## src/rtl/rx_pkg.sv

```systemverilog
// Shared types for the RX byte counter slice.
package rx_pkg;

    typedef enum logic [1:0] {
        IDLE  = 2'd0,
        COUNT = 2'd1,
        HOLD  = 2'd2
    } rx_cnt_state_t;

endpackage

```

## src/rtl/adder_nbit.sv

```systemverilog
// Unsigned BIT_WIDTH-bit adder with carry in; overflow is the carry out.
module adder_nbit #(
    parameter int unsigned BIT_WIDTH = 7
) (
    input  logic [BIT_WIDTH-1:0] a,
    input  logic [BIT_WIDTH-1:0] b,
    input  logic                 carry_in,
    output logic [BIT_WIDTH-1:0] sum,
    output logic                 overflow
);

    assign {overflow, sum} = {1'b0, a} + {1'b0, b} + {{BIT_WIDTH{1'b0}}, carry_in};

endmodule

```

## src/rtl/rx_byte_counter.sv

```systemverilog
// Counts bytes of one received packet and holds the final length under a valid/ack handshake.
module rx_byte_counter
    import rx_pkg::*;
#(
    parameter int unsigned BIT_WIDTH = 7,
    parameter int unsigned MAX_LEN   = 64
) (
    input  logic                 clk,
    input  logic                 n_rst,
    input  logic                 clear,
    input  logic                 byte_valid,
    input  logic                 eop,
    input  logic                 count_ack,
    output logic [BIT_WIDTH-1:0] byte_count,
    output logic                 count_valid,
    output logic                 len_err,
    output logic                 busy
);

    localparam logic [BIT_WIDTH-1:0] ZERO      = '0;
    localparam logic [BIT_WIDTH-1:0] ONE       = BIT_WIDTH'(1);
    localparam logic [BIT_WIDTH:0]   MAX_LEN_W = (BIT_WIDTH + 1)'(MAX_LEN);
    localparam logic                 ONE_ERR   = (MAX_LEN < 1);

    rx_cnt_state_t        state_q, state_d;
    logic [BIT_WIDTH-1:0] count_q, count_d;
    logic                 err_q, err_d;
    logic                 valid_q;
    logic [BIT_WIDTH-1:0] nxt;
    logic                 ovf;
    logic [BIT_WIDTH-1:0] inc_count;
    logic                 inc_err;

    // The count never wraps: an overflowing increment pins it at all-ones.
    function automatic logic [BIT_WIDTH-1:0] sat_inc(input logic [BIT_WIDTH-1:0] sum,
                                                     input logic                 carry);
        return carry ? {BIT_WIDTH{1'b1}} : sum;
    endfunction

    adder_nbit #(.BIT_WIDTH(BIT_WIDTH)) u_inc (
        .a        (count_q),
        .b        (ZERO),
        .carry_in (1'b1),
        .sum      (nxt),
        .overflow (ovf)
    );

    always_comb begin
        inc_count = sat_inc(nxt, ovf);
        inc_err   = ovf | ({1'b0, nxt} > MAX_LEN_W);
    end

    always_comb begin
        state_d = state_q;
        count_d = count_q;
        err_d   = err_q;
        if (clear) begin
            state_d = IDLE;
            count_d = ZERO;
            err_d   = 1'b0;
        end else begin
            case (state_q)
                IDLE: begin
                    if (eop) begin
                        state_d = HOLD;
                        count_d = byte_valid ? ONE : ZERO;
                        err_d   = 1'b0;
                    end else if (byte_valid) begin
                        state_d = COUNT;
                        count_d = ONE;
                        err_d   = ONE_ERR;
                    end
                end
                COUNT: begin
                    // A byte arriving together with eop is counted before the packet closes.
                    if (byte_valid) begin
                        count_d = inc_count;
                        err_d   = err_q | inc_err;
                    end
                    if (eop) state_d = HOLD;
                end
                HOLD: begin
                    if (count_ack) begin
                        if (eop) begin
                            state_d = HOLD;
                            count_d = byte_valid ? ONE : ZERO;
                            err_d   = 1'b0;
                        end else if (byte_valid) begin
                            state_d = COUNT;
                            count_d = ONE;
                            err_d   = ONE_ERR;
                        end else begin
                            state_d = IDLE;
                        end
                    end
                end
                default: state_d = IDLE;
            endcase
        end
    end

    always_ff @(posedge clk or negedge n_rst) begin
        if (!n_rst) begin
            state_q <= IDLE;
            count_q <= ZERO;
            err_q   <= 1'b0;
            valid_q <= 1'b0;
        end else begin
            state_q <= state_d;
            count_q <= count_d;
            err_q   <= err_d;
            valid_q <= (state_d == HOLD);
        end
    end

    assign byte_count  = count_q;
    assign count_valid = valid_q;
    assign len_err     = err_q;
    assign busy        = (state_q != IDLE);

endmodule

```

## config.mk

```make
export PLATFORM = sky130hd
export DESIGN_NAME = rx_byte_counter
export DESIGN_NICKNAME = d
export VERILOG_FILES = /design/src/rtl/rx_pkg.sv /design/src/rtl/adder_nbit.sv /design/src/rtl/rx_byte_counter.sv
export SDC_FILE = /design/constraint.sdc
export NUM_CORES = 1
export LEC_CHECK = 0
export CORE_UTILIZATION = 40
export CTS_BUF_LIST = sky130_fd_sc_hd__clkbuf_8
export DETAILED_ROUTE_END_ITERATION = 12
export HOLD_SLACK_MARGIN = 0.12
export MAX_ROUTING_LAYER = met4
export PLACE_DENSITY = 0.64
export SLEW_MARGIN = 20
export SYNTH_ARGS = -nofsm -noshare
export SYNTH_HDL_FRONTEND = slang
export SYNTH_SLANG_ARGS = --single-unit
```

## constraint.sdc

```tcl
create_clock -name clk -period 4.1 [get_ports clk]
set_clock_uncertainty 0.15 [all_clocks]
set_input_delay 0.82 -clock clk [delete_from_list [all_inputs] [get_ports clk]]
set_output_delay 0.82 -clock clk [all_outputs]
set_load 0.05 [all_outputs]
```

==> qor.csv <==
stage,metric,value,unit
grt,grt_overflow,0,
finish,design_area,871,um2
routing,totalWireLength,1.36,mm
finish,most-common-layout-cells,"15 x clkdlybuf4s50_1, 11 x dfrtp_1, 6 x o21ai_0",
timing,fin_setup_tns,0,ns
timing,hold_viol,0,
timing,maxSlewViolCount,0,
placement,io_buffers,15,
yosys,avgSynthCellArea,9.62,um2
clock_tree,postCtsHoldBufs,0,
yosys,synth_ff_type,dfrtp_1,
timing,clock.fmax,368,MHz
floorplan,die_w,43.0,um
timing,min_period,2.72,ns
pwr,swShare,24.6,%
critical_path,required,3.13,ns
outcome,status,completed,
timing,rsz0062_at_grt,no,
placement,hpwl,1.04,mm
finish,n_fill_cell,144,
floorplan,dieArea,1850,um2
pwr,p_seq_share,44.8,%
pwr,combPwrFrac,15.7,%
critical_path,endpoint_kind,output port,
pwr,irDropWorstVdd,0.000170,V
placement,gp_congestion,0.759,
routing,via_per_inst,5.94,
pwr,p_sw,0.0635,mW
clock_tree,post_cts_buffers,0,
critical_path,crit_type,reg -> out,
clock_tree,cts_resized,0,
yosys,synthesis.area,673,um2
yosys,async_flop_share,100,%
clock_tree,htreeDepth,1,
clock_tree,clock_sinks,11,
timing,setup_viol,0,
clock_tree,clock_path_buffers,2,
finish,final_common_cell,clkdlybuf4s50_1,
critical_path,ff2ff_setup_slack,2.50,ns
pwr,power_density,296,nW/um2
timing,relSlewSlack,66.7,%
routing,first_pass_iters,4,
clock_tree,cts_inserted_buffers,3,
routing,via_count,606,
grt,grt_usage,18.5,%
floorplan,core,1540,um2
yosys,synth_nets,77,
clock_tree,clock_latency,0.23,ns
clock_tree,path_clk_slew,0.05,ns
pwr,p_leak,0.369,nW
run,maxCapViolCount,0,
finish,layout-drive-gt1-share,11.6,%
yosys,synth_edf_count,0,
timing,finalCritPeriodShare,66.2,%
routing,ant_nets,0,
floorplan,num_rows,14,
finish,finish.utilization,56.5,%
pwr,p_int,0.195,mW
pwr,p_clk_share,39.4,%
critical_path,start_kind,flip-flop,
grt,grt_pass1_vias,566,
yosys,synthCells,70,
floorplan,die_y,43.0,um
placement,placed_area,826,um2
routing,drtIter0Drc,17,
grt,grt_first_pass_wirelength,2.42,mm
finish,diodes,0,
clock_tree,cts_root_buf,clkbuf_8,
yosys,ys_warn_count,0,
grt,grt_max_degree,12,
yosys,ys_seq_elements,11,
floorplan,start_util,43.7,%
critical_path,crit_fanout,10,
finish,area_growth,29.4,%
hold_path,min_path_type,reg -> reg,
clock_tree,tritoncts,done,
routing,drc_errors,0,
yosys,ys_seq_area_share,40.9,%
grt,antenna_found_initial,0,
timing,tightest_slew,0.498,ns
critical_path,cp.arrival,1.75,ns
routing,routedWlPerCell,13.3,um
finish,fin_nets,94,
yosys,ys_types,33,
floorplan,io_pins,16,
==> Yosys cell counts (2+ instances only) <==
| cell type | instances | area, um2 |
|---|---|---|
| nand3_1 | 4 | 20.0 |
| a21oi_1 | 2 | 10.0 |
| or2_2 | 2 | 12.5 |
| o21ai_0 | 6 | 30.0 |
| buf_2 | 2 | 10.0 |
| inv_1 | 3 | 11.3 |
| nand2_1 | 4 | 15.0 |
| dfrtp_1 | 11 | 275 |
| nand2b_1 | 2 | 12.5 |
| o22ai_1 | 2 | 12.5 |
| a22o_1 | 4 | 35.0 |
| and3_1 | 2 | 12.5 |
| nor2_2 | 2 | 12.5 |
| nand4b_1 | 2 | 17.5 |
| nor2_1 | 3 | 11.3 |
| a211oi_1 | 2 | 15.0 |
==> routing by layer <==
layer | up-vias | global-route usage [%] | part of all wire [%]
li1 | 303 | - | -
met1 | 280 | 22.7 | 46
met2 | 21 | 27.9 | 48
met3 | 2 | 3.83 | 4.6
met4 | 0 | 10.9 | 1.5
met5 | - | - | 0
==> registers in the layout, indices dropped and copies added (netlist names) <==
signal and cells:
state_q 2, count_valid 1, byte_count 7, len_err 1
==> final timing paths <==
kind | start | endpoint | depth (start not counted)
setup / recovery | state_q[0]$_DFF_PN0_ | busy | 2
hold / removal | len_err$_DFFE_PN0P_ | len_err$_DFFE_PN0P_ | 2
setup reg to reg | byte_count[0]$_DFFE_PN0P_ | len_err$_DFFE_PN0P_ | 5
hold reg to reg | len_err$_DFFE_PN0P_ | len_err$_DFFE_PN0P_ | 2
max in group asynchronous | n_rst | state_q[0]$_DFF_PN0_ | 1
min in group asynchronous | n_rst | byte_count[6]$_DFFE_PN0P_ | 1
==> worst max-delay path: stages, from the launching register on <==
cell	delay, ns
dfrtp_1	0.48
or2_2	0.33
clkdlybuf4s50_1	0.70
==> area by class of cell <==
class | instances | area, um2 | area share [%]
flip-flops and latches | 11 | 275 | 31.6
well taps | 16 | 20.0 | 2.30
inverters | 3 | 11.3 | 1.29
repair buffers | 15 | 150 | 17.2
clock buffers | 3 | 41.3 | 4.74
clock inverters | 1 | 3.75 | 0.431
multi-input cells | 53 | 369 | 42.4
==> stage by stage <==
stage                     total power [mW]  setup WS [ns]  hold slack, ns  std cells
after floorplan                      0.143           2.21           0.374         70
after global placement               0.158           1.61           0.424         98
after detailed placement             0.159           1.60           0.416         98
after CTS                            0.264           1.37           0.426        102
after global routing                 0.273           1.32           0.484        102
final                                0.258           1.38           0.414        102
==> power groups by stage <==
stage	clock [mW]	sequential, mW	combinational (mW)
2_1_floorplan	0	0.121	0.0219
3_3_place_gp	0	0.118	0.0408
3_5_place_dp	0	0.118	0.0411
4_1_cts	0.108	0.116	0.0412
5_1_grt	0.113	0.116	0.0441
6_report	0.102	0.116	0.0406
==> kinds of logic after synthesis <==
group                      share of synthesized area (%)
DFF                                                 40.9
buffers and inverters                               4.28
and+or+nand+nor                                     25.6
AOI/OAI and AO/OA                                   27.3
adders and majority gates                           1.86
Note: power is estimated with default switching activity, not from simulation.
==> variant 1 (same settings) <==
`BIT_WIDTH` is set to 7 in 2 places; all go to 14.
--- a/src/rtl/adder_nbit.sv
+++ b/src/rtl/adder_nbit.sv
@@ -2,3 +2,3 @@
 module adder_nbit #(
-    parameter int unsigned BIT_WIDTH = 7
+    parameter int unsigned BIT_WIDTH = 14
 ) (
--- a/src/rtl/rx_byte_counter.sv
+++ b/src/rtl/rx_byte_counter.sv
@@ -4,3 +4,3 @@
 #(
-    parameter int unsigned BIT_WIDTH = 7,
+    parameter int unsigned BIT_WIDTH = 14,
     parameter int unsigned MAX_LEN   = 64
Interface: changed (resized byte_count); port bits go from 16 to 23. The function was not compared with the original's and may differ.
==> variant 1 against the unedited design <==
  * Synthesized area up 83%
  * Wire length grew 120%
  * Final area grew 69%
  * The flow now finishes with violations (design-rule violations)
  * Sequential cell count grew 7
  * Power up 33%
  * Cell count is 95% higher
  * Setup slack better by 0.018 ns
==> variant 1: results (changes against the unedited design) <==
stage	metric	value	unit	change
drt	routed wirelength normalized by instance count	15.09	µm	was 13.29 µm
synth	Synth Instances	150		was 70
synth	main area contributors after synthesis	dfrtp_1, o21ai_0, nor2_1		was dfrtp_1, a22o_1, o21ai_0
worst_hold_path	hold depth	2		unchanged
global_routing	vias in the first global route	1082		was 566
sta	Worst-Margin Slew	1.048	ns	was 0.4977 ns
drt	via count	1195		was 606
synth	Syn Nets	157		was 77
global_routing	M2 GR Usage	0.2957		was 0.2788
setup_path	flop2flop setup slack	1.87	ns	was 2.50 ns
setup_path	Largest stage delay, worst path	0.70	ns	about the same
cells_and_area	nets	177		was 94
pwr	Switching Share	0.2442		was 0.2460
global_routing	met1 Use GR	0.2713		was 0.2273
run_status	status	finished with violations		was complete, no violations
setup_path	CP Launch Point	state_q[0]		unchanged
clocking	Resized cells post-CTS	0		unchanged
pwr	Peak supply drop	0.2317	mV	was 0.1697 mV
global_routing	grt met3 use	0.04762		was 0.03830
cells_and_area	max reg flops	14		was 7
setup_path	FF-to-FF path depth	6		was 5
place	dpl ws	1.205	ns	was 1.604 ns
place	port buffer count	22		was 15
worst_hold_path	Hold Path Sink	byte_count[1]		was len_err
setup_path	slowest CP cell	clkdlybuf4s50_1		unchanged
global_routing	GRT Util Overall	0.2026		was 0.1848
synth	sequential-to-total area share from yosys stat	0.3659		was 0.4089
setup_path	crit path DAT	1.73	ns	was 1.75 ns
place	Detailed Place HPWL	2134	µm	was 1044 µm
run_status	failing checks	design-rule violations		
synth	main flop type after synthesis	dfrtp_1		unchanged
drt	highest routed layer	met4		unchanged
cells_and_area	share of cells above drive strength 1	0.05357		was 0.1163
setup_path	Max FO, Critical Path	9		was 10
worst_hold_path	min-delay src	byte_count[1]		was len_err
clocking	clk_lat worst skew	0.25	ns	was 0.23 ns
place	Final Wtd Congestion	0.8637		was 0.7591
drt	routed wl met3	146	µm	was 63 µm
cells_and_area	Non-Filler Instances	199		was 102
synth	library cells used by synthesis	40		was 33
global_routing	first-pass GRT wire length	5037	µm	was 2421 µm
global_routing	largest net degree at the start of global routing	19		was 12
drt	First DRT Iteration DRCs	65		was 17
sta	final hold slack	0.4355	ns	was 0.4144 ns
drt	drt first pass iters	8		was 4
drt	M1 wire length	1424	µm	was 619 µm
drt	# DRC	1		was 0
clocking	clock slew at reported path FFs	0.07	ns	was 0.05 ns
[variant 1: worst max path at each step]
stage                      to  slack, ns
5_1_grt        byte_count[11]       1.27
2_1_floorplan         len_err       1.77
4_1_cts                  busy       1.40
3_5_place_dp   byte_count[11]       1.20
6_report                 busy       1.40
3_3_place_gp   byte_count[11]       1.28
[variant 1: per-stage QoR]
stage / instance area [µm²] / power, µW / utilization
detailed placement: 1430 / 225.5 / 0.5055
global placement: 1430 / 224.6 / 0.5055
global route: 1471 / 360.8 / 0.5201
finish: 1471 / 343.2 / 0.5201
CTS: 1471 / 347.1 / 0.5201
floorplan: 1231 / 207.5 / -
[variant 1: final cells by class]
cell class	instances	area, µm²
fillers	254	1358
multi-input cells	116	686.9
flip-flops and latches	18	450.4
repair buffers	22	220.2
clock buffers	3	41.29
well taps	31	38.79
inverters	9	33.78
[variant 1: cell families after synthesis]
family                   count (synthesis)  share of synthesized area
flip-flops                              18                     0.3659
AND/OR/NAND/NOR                         62                     0.2754
multiplexers                             3                    0.02439
adder cells (fa/ha/maj)                  1                    0.01016
AO/OA/AOI/OAI                           49                     0.2409
XOR/XNOR                                 1                   0.007115
buffers and inverters                   16                    0.07622
[variant 1: power groups by stage]
stage          Combinational, µW  Clock, µW  Sequential, µW
2_1_floorplan               15.5          0             192
3_3_place_gp                37.4          0             187
3_5_place_dp                37.9          0             188
4_1_cts                     38.0        125             184
5_1_grt                     40.7        135             185
6_report                    37.8        121             184
[variant 1: tightest hold or removal path, cell delays in order (launching register included)]
cell and delay (ns):
dfrtp_1 0.43, nand2_1 0.07, nand2_1 0.06
==> variant 2 (config.mk and constraints unchanged) <==
Without the edit above. Make the reset (`n_rst`) synchronous in one clocked block.
--- a/src/rtl/rx_byte_counter.sv
+++ b/src/rtl/rx_byte_counter.sv
@@ -101,3 +101,3 @@
 
-    always_ff @(posedge clk or negedge n_rst) begin
+    always_ff @(posedge clk) begin
         if (!n_rst) begin
Check against the original RTL: differs if n_rst is asserted again (counterexample within 4 cycles, from zero or initial values and one cycle with n_rst low); with n_rst held inactive, the same outputs for 10 cycles.
==> variant 2 against the unedited design <==
  * Setup slack improved by 0.058 ns
  * Final area decreased by 4.5%
  * Maximum frequency increased by 2.2%
  * Sequential cell count unchanged
  * Synthesized area decreased by 4.3%
  * Wire length decreased by 5.2%
  * Core utilization decreased by 1.3 points
  * Power decreased by 4.4%
  * Non-clock buffer count unchanged
  * Cell count increased by 4.9%
  * Critical path type unchanged
==> variant 2: results (changes against the unedited design) <==
stage	metric	value	unit	change
run_status	status	complete, no violations		unchanged
cells_and_area	share of cells above drive strength 1	0.1099		was 0.1163
setup_path	crit path DAT	1.69	ns	was 1.75 ns
synth	library cells used by synthesis	36		was 33
drt	First DRT Iteration DRCs	7		was 17
synth	sequential-to-total area share from yosys stat	0.3417		was 0.4089
worst_hold_path	Hold Path Sink	byte_count[1]		was len_err
cells_and_area	# fillers	139		was 144
global_routing	grt met3 use	0.03879		was 0.03830
setup_path	Largest stage delay, worst path	0.80	ns	was 0.70 ns
worst_hold_path	min-delay src	byte_count[1]		was len_err
setup_path	Max FO, Critical Path	9		was 10
cells_and_area	nets	99		was 94
global_routing	met1 Use GR	0.2264		was 0.2273
setup_path	flop2flop setup slack	2.53	ns	was 2.50 ns
drt	M1 wire length	616	µm	was 619 µm
global_routing	GRT Util Overall	0.1727		was 0.1848
global_routing	M2 GR Usage	0.2469		was 0.2788
place	Final Wtd Congestion	0.8172		was 0.7591
drt	metal2 WL	615	µm	was 652 µm
pwr	Peak supply drop	0.1708	mV	was 0.1697 mV
pwr	Lkg Pwr	0.0002899	µW	was 0.0003692 µW
sta	Max-slew headroom	0.6639		was 0.6671
synth	main area contributors after synthesis	dfxtp_1, a21oi_1, nand2_1		was dfrtp_1, a22o_1, o21ai_0
setup_path	reg2reg end	len_err		unchanged
synth	top cells by count, synth	dfxtp_1, a21oi_1, nand2_1, nor2_1, nor3_1		was dfrtp_1, o21ai_0, a22o_1, nand2_1, nand3_1
synth	Syn Nets	83		was 77
global_routing	first-pass GRT wire length	2277	µm	was 2421 µm
synth	main flop type after synthesis	dfxtp_1		was dfrtp_1
setup_path	CP Launch Point	state_q[0]		unchanged
global_routing	vias in the first global route	539		was 566
synth	asr flop ratio synth	0		was 1.000
drt	routed wl met3	41	µm	was 63 µm
sta	final hold slack	0.3548	ns	was 0.4144 ns
place	Detailed Place HPWL	974.2	µm	was 1044 µm
setup_path	FF-to-FF Start	byte_count[0]		unchanged
pwr	Switching Share	0.2380		was 0.2460
[variant 2: cell count changes in the layout (fill, tap and decap cells not counted), sizes merged, moves of 2 or more]
cell	delta
o22ai	-2
nor2	+2
nand3	-2
nor2b	+4
nand2	+3
a22o	-4
inv	-3
a21oi	+6
o21ai	-2
nand4b	-2
dfxtp	+11
dfrtp	-11
nor3	+3
[variant 2: worst min-delay path: stages, from the launching register on]
cell and delay [ns]:
dfxtp_1 0.34, nand2_1 0.07, a21oi_1 0.05
[variant 2: final cells by class]
type | count | area (µm²) | share of cell area
Clock inverter | 1 | 3.754 | 0.004511
Sequential cell | 11 | 220.2 | 0.2647
Clock buffer | 3 | 41.29 | 0.04962
Tap cell | 16 | 20.02 | 0.02406
Timing Repair Buffer | 15 | 150.1 | 0.1805
Multi-Input combinational cell | 61 | 396.6 | 0.4767
[variant 2: cell families after synthesis]
logic type / share of synthesized area
DFF: 0.3417
adders and majority gates: 0.01941
AOI/OAI and AO/OA: 0.2990
and+or+nand+nor: 0.2971
buffers and inverters: 0.04271
[variant 2: through the flow]
| step | cell area, µm² | instances | setup slack, ns |
|---|---|---|---|
| floorplan | 644.4 | 76 | 2.285 |
| global placement | 787.0 | 103 | 1.696 |
| detailed placement | 787.0 | 103 | 1.676 |
| CTS | 832.0 | 107 | 1.428 |
| global route | 832.0 | 107 | 1.370 |
| finish | 832.0 | 107 | 1.443 |
[variant 2: power groups by stage]
stage	Clock (µW)	Sequential (µW)	Combinational, µW
2_1_floorplan	0	116	17.3
4_1_cts	109	111	30.8
5_1_grt	113	112	33.0
3_5_place_dp	0	113	30.8
3_3_place_gp	0	113	30.8
6_report	105	111	30.6
